===== src/rtl/mem_port_arbiter_pkg.sv =====
// Shared types and constants for the unified memory port arbiter.
package mem_port_arbiter_pkg;

  typedef enum logic [1:0] {
    ARB_IDLE   = 2'd0,
    ARB_ACCESS = 2'd1,
    ARB_DONE   = 2'd2
  } arb_state_t;

  localparam logic       GRANT_IF = 1'b0;
  localparam logic       GRANT_DM = 1'b1;
  localparam logic [3:0] BE_ALL   = 4'b1111;

  // Access-cycle counter width; bounds MEM_LAT to 1..15.
  localparam int CNT_W = 4;

endpackage


===== src/rtl/mem_port_arbiter_rr.sv =====
// 2-way round-robin picker: req[0] = fetch, req[1] = data.
// On a tie the side that was not served last wins.
module arb_rr2
  import mem_port_arbiter_pkg::*;
(
  input  logic [1:0] req,
  input  logic       last,
  output logic       gnt_valid,
  output logic       gnt_sel
);

  // Combinational pick; a lone requester always wins.
  always_comb begin
    gnt_valid = |req;
    gnt_sel   = GRANT_IF;
    if (req == 2'b11) begin
      gnt_sel = ~last;
    end else if (req[1]) begin
      gnt_sel = GRANT_DM;
    end
  end

endmodule


===== src/rtl/mem_port_arbiter.sv =====
// Shares one single-ported synchronous memory between instruction fetch
// and data load/store, with a fixed-latency access sequence.
//
//   state      | meaning
//   -----------+-----------------------------------------------------------
//   ARB_IDLE   | waiting; a high req here is a new request, winner latched
//   ARB_ACCESS | mem_en held MEM_LAT cycles; write strobe only on the first
//   ARB_DONE   | one-cycle ack to the winner, memory idle
module mem_port_arbiter
  import mem_port_arbiter_pkg::*;
#(
  parameter int ADDR_W  = 10,
  parameter int DATA_W  = 32,
  parameter int MEM_LAT = 2
) (
  input  logic              clk,
  input  logic              rst,
  input  logic              if_req,
  input  logic [ADDR_W-1:0] if_addr,
  output logic              if_ack,
  output logic [DATA_W-1:0] if_rdata,
  input  logic              dm_req,
  input  logic              dm_we,
  input  logic [3:0]        dm_be,
  input  logic [ADDR_W-1:0] dm_addr,
  input  logic [DATA_W-1:0] dm_wdata,
  output logic              dm_ack,
  output logic [DATA_W-1:0] dm_rdata,
  output logic              mem_en,
  output logic              mem_we,
  output logic [3:0]        mem_be,
  output logic [ADDR_W-1:0] mem_addr,
  output logic [DATA_W-1:0] mem_wdata,
  input  logic [DATA_W-1:0] mem_rdata,
  output logic              busy,
  output logic              last_grant
);

  generate
    if (MEM_LAT < 1 || MEM_LAT > 15) begin : g_bad_lat
      $error("mem_port_arbiter: MEM_LAT must be in 1..15");
    end
  endgenerate

  localparam logic [CNT_W-1:0] LAT_C = CNT_W'(MEM_LAT);
  localparam logic [CNT_W-1:0] ONE_C = CNT_W'(1);

  arb_state_t       state, state_nxt;
  logic [CNT_W-1:0] cnt;
  logic             sel_q;
  logic             we_q;
  logic             gnt_valid, gnt_sel;

  arb_rr2 u_rr (
    .req       ({dm_req, if_req}),
    .last      (last_grant),
    .gnt_valid (gnt_valid),
    .gnt_sel   (gnt_sel)
  );

  // State register.
  always_ff @(posedge clk or posedge rst) begin
    if (rst) state <= ARB_IDLE;
    else     state <= state_nxt;
  end

  // Next state plus the strobes that depend only on the current state.
  always_comb begin
    state_nxt = state;
    mem_en    = 1'b0;
    mem_we    = 1'b0;
    if_ack    = 1'b0;
    dm_ack    = 1'b0;
    case (state)
      ARB_IDLE: begin
        if (gnt_valid) state_nxt = ARB_ACCESS;
      end
      ARB_ACCESS: begin
        mem_en = 1'b1;
        // Write commits on the first access edge only.
        mem_we = we_q && (cnt == LAT_C);
        if (cnt == ONE_C) state_nxt = ARB_DONE;
      end
      ARB_DONE: begin
        if_ack    = (sel_q == GRANT_IF);
        dm_ack    = (sel_q == GRANT_DM);
        state_nxt = ARB_IDLE;
      end
      default: state_nxt = ARB_IDLE;
    endcase
  end

  assign busy = (state != ARB_IDLE);

  // Operand latch at grant, access counter, and read-data capture.
  always_ff @(posedge clk or posedge rst) begin
    if (rst) begin
      cnt        <= '0;
      sel_q      <= GRANT_IF;
      we_q       <= 1'b0;
      last_grant <= GRANT_DM;
      mem_addr   <= '0;
      mem_be     <= '0;
      mem_wdata  <= '0;
      if_rdata   <= '0;
      dm_rdata   <= '0;
    end else begin
      case (state)
        ARB_IDLE: begin
          if (gnt_valid) begin
            sel_q      <= gnt_sel;
            last_grant <= gnt_sel;
            cnt        <= LAT_C;
            if (gnt_sel == GRANT_DM) begin
              we_q      <= dm_we;
              mem_addr  <= dm_addr;
              mem_be    <= dm_be;
              mem_wdata <= dm_wdata;
            end else begin
              we_q     <= 1'b0;
              mem_addr <= if_addr;
              mem_be   <= BE_ALL;
            end
          end
        end
        ARB_ACCESS: begin
          cnt <= cnt - ONE_C;
          if (cnt == ONE_C && !we_q) begin
            if (sel_q == GRANT_DM) dm_rdata <= mem_rdata;
            else                   if_rdata <= mem_rdata;
          end
        end
        default: ;
      endcase
    end
  end

  // Requester must hold req while its access is in flight.
  property p_req_held;
    @(posedge clk) disable iff (rst)
      (state == ARB_ACCESS) |-> ((sel_q == GRANT_DM) ? dm_req : if_req);
  endproperty
  a_req_held: assert property (p_req_held)
    else $warning("mem_port_arbiter: req dropped before ack");

endmodule


===== config.mk =====
export PLATFORM = sky130hd
export DESIGN_NAME = mem_port_arbiter
export DESIGN_NICKNAME = d
export VERILOG_FILES = /design/src/rtl/mem_port_arbiter_pkg.sv /design/src/rtl/mem_port_arbiter_rr.sv /design/src/rtl/mem_port_arbiter.sv
export SDC_FILE = /design/constraint.sdc
export NUM_CORES = 1
export LEC_CHECK = 0
export CAP_MARGIN = 15
export CORE_MARGIN = 2
export CORE_UTILIZATION = 47
export CTS_BUF_LIST = sky130_fd_sc_hd__clkbuf_8
export DETAILED_ROUTE_END_ITERATION = 10
export PLACE_DENSITY = 0.88
export SYNTH_ARGS = -nofsm -noshare
export SYNTH_HDL_FRONTEND = slang
export SYNTH_SLANG_ARGS = --single-unit

===== constraint.sdc =====
create_clock -name clk -period 5.62 [get_ports clk]
set_input_delay 0.562 -clock clk [delete_from_list [all_inputs] [get_ports clk]]
set_output_delay 0.562 -clock clk [all_outputs]
set_load 0.02 [all_outputs]

Word level (Yosys, flattened, before mapping)
Cells that the tools add are included.

Register bits: 119. Output and inout bits: 116.

Equal/unequal tests: 7. Mux-type cells: 14. Reductions and logical operators: 13. Bitwise gates (word level): 2. Add/subtract/negate cells: 1.

Operators by type and width (number): 10-bit 2-to-1 mux (1); 3-bit AND reduction (3); 4-bit 2-to-1 mux (2); 4-bit one-hot mux with 2 select lines (1); 1-bit 2-to-1 mux (7); 2-bit AND reduction (3); 2-bit == test, second input constant (2); 4-bit by 1-bit == test with 1-bit output, second input constant (1); 4-bit by 2-bit == test with 1-bit output, second input constant (1); 2-bit 2-to-1 mux (2); 2-bit inequality test, second input constant (2); 2-bit one-hot mux with 2 select lines (1); 2-bit nonzero test (2); 4-bit by 1-bit subtractor with 4-bit output, second input constant (1); 2-bit by 1-bit == test with 1-bit output, second input constant (1); 1-bit logical AND (2); 2-bit logical NOT (1); 1-bit inverter (2); 2-bit OR reduction (1); 1-bit logical NOT (1).

Longest topological paths before layout
Gate-level depths: netlist of the first run.

Depth after elaboration: 3. Mapped depth: 6.

Hierarchy
Synthesis of the first run repeated with hierarchy kept, for this count alone.

Cell total of the unflattened synthesis: 305. Area, all modules: 4921.0 µm².

Modules (own cells, without submodules): mem_port_arbiter (cells an instance 303, times used 1, area each 4907.2 µm²); arb_rr2 (cells an instance 2, times used 1, area each 13.8 µm²).

Worst setup path after synthesis of the first run
OpenSTA, ideal clock, no wires.

Path kind: flip-flop to output port. Start: register cnt[0]. End: output port mem_we. Stages on the path, launching flop included: 5. Required time: 5058 ps. Setup slack: 3777 ps. Arrival: 1281 ps. Path through: dfrtp_1 > inv_1 > ha_1 > nand2_1 > nor4_1.

Longest elaborated chain between the ends: 3.

RTL lines: start: declaration (line mem_port_arbiter.sv:49) `logic [CNT_W-1:0] cnt;`; start signal: assignment (line mem_port_arbiter.sv:127) `cnt <= cnt - ONE_C;`; 4-bit by 2-bit == test with 1-bit output (line mem_port_arbiter.sv:81) `mem_we = we_q && (cnt == LAT_C);`; 1-bit logical AND (line mem_port_arbiter.sv:81); 1-bit 2-to-1 mux (line mem_port_arbiter.sv:74) `case (state)`; end: declaration (line mem_port_arbiter.sv:30) `output logic mem_we,`.

Every way passes these cells.

Worst setup path after layout of the first run
Same ends and word-level chain as after synthesis.

==> results of run 1 <==
## cells by family (layout without fill, tap and decap cells)
kind of cell	count (synthesis)	count (layout)
multiplexers	116	116
AO/OA/AOI/OAI	16	16
adder cells (fa/ha/maj)	3	3
flip-flops	119	119
AND/OR/NAND/NOR	21	21
buffers and inverters	17	247
## worst paths after layout
| path | to | cells after the start | slack, ps | start |
|---|---|---|---|---|
| min in group asynchronous | mem_wdata[1]$_DFFE_PP0P_ | 2 | 670 | rst |
| max reg2reg | if_rdata[22]$_DFFE_PP0P_ | 5 | 3250 | cnt[1]$_DFFE_PP0P_ |
| min | if_rdata[22]$_DFFE_PP0P_ | 1 | 500 | if_rdata[22]$_DFFE_PP0P_ |
| min reg2reg | if_rdata[22]$_DFFE_PP0P_ | 1 | 500 | if_rdata[22]$_DFFE_PP0P_ |
| max in group asynchronous | if_rdata[0]$_DFFE_PP0P_ | 3 | 3810 | rst |
| max | mem_we | 5 | 2980 | cnt[0]$_DFFE_PP0P_ |
## metrics by stage
stage	cells	power, mW	utilization [%]
floorplan	292	2.74	-
global placement	626	3.73	68.7
detailed placement	626	3.80	68.7
CTS	658	4.61	72.7
global route	658	4.80	72.7
finish	658	4.56	72.7
## registers in the layout, summed over array words and instances (netlist names)
signal and flops:
dm_rdata 32, sel_q 1, cnt 4, we_q 1, mem_addr 10, mem_be 4
mem_wdata 32, last_grant 1, if_rdata 32, state 2
## final cells by class
| class | count | area, sq um | area share (%) |
|---|---|---|---|
| flip-flops and latches | 119 | 2980 | 40.2 |
| clock inverters | 13 | 145 | 1.96 |
| multi-input cells | 156 | 1740 | 23.4 |
| well taps | 136 | 170 | 2.30 |
| repair buffers | 209 | 2090 | 28.2 |
| inverters | 6 | 25.0 | 0.338 |
| clock buffers | 19 | 262 | 3.53 |
## where the power goes
part	internal (mW)	total [mW]	switching, mW	leakage (nW)
combinational	1.23	2.23	1.00	1.60
clock	0.422	0.773	0.352	0.199
sequential	1.29	1.55	0.257	1.39
## per-layer routing
metal  track usage [%]  part of all wire, %  vias up
met5                 0                    0        -
met4              8.93                  1.7        0
met3              7.30                  7.4       14
met2              34.4                   50      143
met1              25.9                   41     1616
li1                  -                    -     1474
## layout by cell type (no fill, tap or decap), types with 2 or more instances in the layout
cell type	synthesis	layout
dfrtp_1	118	118
ha_1	3	3
clkinv_4	0	3
inv_6	0	3
inv_1	5	4
clkdlybuf4s50_1	0	208
o22a_1	4	4
mux2_1	2	2
mux2_2	84	84
clkinvlp_4	0	3
nand2_1	2	2
clkbuf_8	0	19
nor2_1	4	4
bufinv_16	0	2
nand2b_1	2	2
a21o_1	2	2
o21ai_0	4	4
clkinv_2	0	2
mux2_4	30	30
==> out/results.tsv, run 1 <==
metric	value	unit
power_density	615	nW/um^2
die_x	106	um
post_drt_wl_per_cell	17.0	um
route.detailed.drc	0	
synthArstFlopShare	100	%
syn_nets	388	
clkSinkCount	119	
die_area	11100	sq um
synth_xor_area_share	0	%
grt_pass1_vias	3541	
antenna_found_initial	0	
cts-hold-fix-buffers	0	
synth_area	4840	sq um
finalCritPeriodShare	47.0	%
cts.htree.levels	4	
whs	500	ps
synthTopCellsByArea	dfrtp_1 (61%), mux2_2 (20%), mux2_4 (9.3%)	
synthMuxAreaShare	29.3	%
synthAdderAreaFrac	0.775	%
clock_latency	420	ps
synth_edf_count	0	
placed_cell_area	7000	sq um
grt_pass1_wl	18.2	mm
yosysWarnings	0	
drt.antenna.violating_nets	0	
ys.flop_type	dfrtp_1	
start_util	47.5	%
maxCapViolations	0	
path_buf_inv	2	
status	completed	
timing.fmax	378	MHz
ys_top_cells_by_count	dfrtp_1 (118), mux2_2 (84), mux2_4 (30)	
fin_setup_tns	0	ps
drt_iter0_drc	117	
ys_seq_area_share	61.5	%
cp_slowest_stage_delay	720	ps
finalSetupViolations	0	
hold_viol	0	
synth_top_area_cell	dfrtp_1	
dpl.hpwl	7.98	mm
rows	37	
post_cts_buffers	0	
clkTransAtPathRegs	70	ps
clock_path_buffers	2	
fillers	671	
numCtsBuffers	17	
worst_slack	2980	ps
critPathMaxFanout	4	
synth_compound_area_share	2.38	%
synth-simple-area-share	3.39	%
pre_cts_ws	2880	ps
peakVddDrop	0.000364	V
synth_top_family_by_area	multiplexers	
vias	3247	
drive_gt1_share	30.1	%
overflow	0	
start_kind	flop	
cp_slowest_cell	clkdlybuf4s50_1	
ctsResizeCount	0	
root_buffer	clkbuf_8	
numPortBuffers	208	
yosysUniqueCellTypes	35	
worstMarginPinSlew	917	ps
period_needed	2640	ps
nets	605	
cts_tree	built	
ys_seq_elements	119	
p_leak	3.19	nW
synth_cells	292	
diodes	0	
crit_chain	inv_1 -> ha_1 -> nand2_1 -> nor4_1 -> clkdlybuf4s50_1	
die_h	106	um
globalplace.congestion	0.779	
stdcell_area	7410	sq um
rsz0062_at_grt	false	
grt_start_max_net_pins	72	
yosysTopAreaCellShare	61.0	%
num_io_pins	209	
vias_per_cell	4.93	
critPathRequiredTime	5060	ps
core_area	10200	sq um
relSlewSlack	38.7	%
cp.arrival	2080	ps
dr.pass1.iters	4	
fin_skew	10.8	ps
synth.most_common_cell	dfrtp_1	
avgSynthCellArea	16.6	sq um
slew_viol_final	0	
critPathKind	reg -> out	
crit_path_end_kind	output port	
hp-class	reg -> reg	
wl	11.2	mm
syn_to_final_growth	52.9	%
globalRouteTotalUtil	21.2	%
cp_top_family	buffers and inverters	
Power figures use the tool's default switching activity.
==> run 2, diff against run 1 <==
--- a/config.mk
+++ b/config.mk
@@ -7,10 +7,10 @@
 export LEC_CHECK = 0
 export CAP_MARGIN = 15
 export CORE_MARGIN = 2
-export CORE_UTILIZATION = 47
+export CORE_UTILIZATION = 44
 export CTS_BUF_LIST = sky130_fd_sc_hd__clkbuf_8
 export DETAILED_ROUTE_END_ITERATION = 10
-export PLACE_DENSITY = 0.88
+export PLACE_DENSITY = 0.83
 export SYNTH_ARGS = -nofsm -noshare
 export SYNTH_HDL_FRONTEND = slang
 export SYNTH_SLANG_ARGS = --single-unit
==> constraint.sdc (replaced) <==
create_clock -name clk -period 2.52 [get_ports clk]
set_input_delay 0.252 -clock clk [delete_from_list [all_inputs] [get_ports clk]]
set_output_delay 0.252 -clock clk [all_outputs]
set_load 0.02 [all_outputs]
==> out/results.tsv, run 2 (synthesized netlist as in run 1, its figures left out) <==
metric	value	unit
status	completed	
cp_slowest_stage_delay	670	ps
clkSinkCount	119	
drive_gt1_share	31.0	%
rsz0062_at_grt	false	
die_area	11900	sq um
finalSetupViolations	0	
globalRouteTotalUtil	20.4	%
diodes	0	
grt_start_max_net_pins	109	
clock_path_buffers	2	
num_io_pins	209	
relSlewSlack	58.6	%
critPathMaxFanout	4	
power_frac_comb	46.8	%
globalplace.congestion	0.771	
clock_latency	420	ps
largestRegisters	dm_rdata: 32 flops, if_rdata: 32 flops, mem_wdata: 32 flops	
drt.antenna.violating_nets	0	
fin_setup_tns	0	ps
maxCapViolations	0	
layout_common_cells	clkdlybuf4s50_1 (208), dfrtp_1 (118), mux2_2 (84)	
p_int	7.15	mW
dr.pass1.iters	4	
critPathKind	reg -> out	
period_needed	2260	ps
post_cts_buffers	0	
cp.arrival	2010	ps
timing.fmax	442	MHz
dpl.hpwl	8.51	mm
cts.htree.levels	4	
crit_chain	inv_1 -> ha_1 -> nand2_1 -> nor4_1 -> clkdlybuf4s50_1	
numPortBuffers	208	
post-route-util	70.5	%
hp-class	in -> async	
finalCritPeriodShare	89.9	%
numCtsBuffers	17	
ctsResizeCount	0	
post_drt_wl_per_cell	17.4	um
seqPwrFrac	32.2	%
wl	11.6	mm
overflow	0	
rows	38	
critPathRequiredTime	2270	ps
antenna_found_initial	0	
drt_iter0_drc	76	
die_x	109	um
slew_viol_final	0	
cp_slowest_cell	clkdlybuf4s50_1	
root_buffer	clkbuf_8	
cts_tree	built	
fin_skew	8.96	ps
layout_commonest_cell	clkdlybuf4s50_1	
syn_to_final_growth	57.2	%
start_util	44.9	%
worstMarginPinSlew	614	ps
peakVddDrop	0.000718	V
p_clk_share	21.0	%
core_area	10800	sq um
vias	3283	
power_density	1410	nW/um^2
clkTransAtPathRegs	70	ps
hold_viol	0	
grt_pass1_wl	18.2	mm
stdcell_area	7610	sq um
switching_share	33.5	%
p_switching	3.60	mW
cts-hold-fix-buffers	0	
whs	129	ps
route.detailed.drc	0	
grt_pass1_vias	3611	
die_h	109	um
p_leak	3.29	nW
nets	612	
power	10.7	mW
placed_cell_area	7080	sq um
crit_path_end_kind	output port	
vias_per_cell	4.91	
start_kind	flop	
## run 2: cell count changes in the layout (fill, tap and decap cells not counted)
cell        previous run  this run
inv_4                  1         0
clkinv_4               3         1
inv_6                  3         1
buf_12                 0         2
clkinvlp_4             3         2
clkbuf_8              19        21
clkinv_2               2         1
bufinv_16              2         7
buf_4                  1         6
## run 2: routing by layer
metal  track usage (%)  wire (um)  vias up
met2              35.5       6140      119
met4              6.41        125        0
met5                 0          0        -
met3              6.93        803       10
li1                  -          -     1492
met1              23.7       4560     1662
## run 2: final timing paths
path,from,endpoint,slack (ps),cells past startpoint
worst max register to register,cnt[1]$_DFFE_PP0P_,dm_rdata[10]$_DFFE_PP0P_,390,6
worst min register to register,mem_wdata[15]$_DFFE_PP0P_,mem_wdata[15]$_DFFE_PP0P_,490,1
worst max-delay path,cnt[0]$_DFFE_PP0P_,mem_we,260,5
max in group asynchronous,rst,dm_rdata[3]$_DFFE_PP0P_,1530,3
min in group clk,dm_be[2],mem_be[2]$_DFFE_PP0P_,420,2
worst min-delay path,rst,mem_addr[1]$_DFFE_PP0P_,130,2
## run 2: power groups by stage
stage,sequential [mW],combinational [mW],clock (mW)
6_report,3.47,5.03,2.25
5_1_grt,3.58,5.31,2.39
4_1_cts,3.48,5.09,2.30
3_5_place_dp,3.49,5.07,0
3_3_place_gp,3.43,4.96,0
2_1_floorplan,4.54,1.57,0
## run 2: per-stage QoR
| stage | setup WS (ps) | std cells |
|---|---|---|
| after floorplan | 813 | 292 |
| after global placement | 459 | 637 |
| after detailed placement | 386 | 637 |
| after CTS | 200 | 669 |
| after global routing | 111 | 669 |
| final | 255 | 669 |
## run 2: cell type report
cell class | count | area [sq um]
clock buffer | 21 | 289
clock inverter | 11 | 240
fill | 766 | 3180
inverter | 6 | 26.3
multi-input combinational | 156 | 1740
sequential | 119 | 2980
tap | 140 | 175
timing repair buffer | 216 | 2170
## run 2: critical path: cells and delay by family (launching register included)
kind	cells	cell delay [ps]
and+or+nand+nor	2	250
adders and majority gates	1	160
DFF	1	400
buffers and inverters	2	790
==> run 3, diff against run 2 <==
--- a/config.mk
+++ b/config.mk
@@ -9,6 +9,7 @@
 export CORE_MARGIN = 2
 export CORE_UTILIZATION = 44
 export CTS_BUF_LIST = sky130_fd_sc_hd__clkbuf_8
+export CTS_CLUSTER_DIAMETER = 120
 export DETAILED_ROUTE_END_ITERATION = 10
 export PLACE_DENSITY = 0.83
 export SYNTH_ARGS = -nofsm -noshare
==> results of run 3 <==
No change in the layout: final DEF, timing and power equal those of run 2.
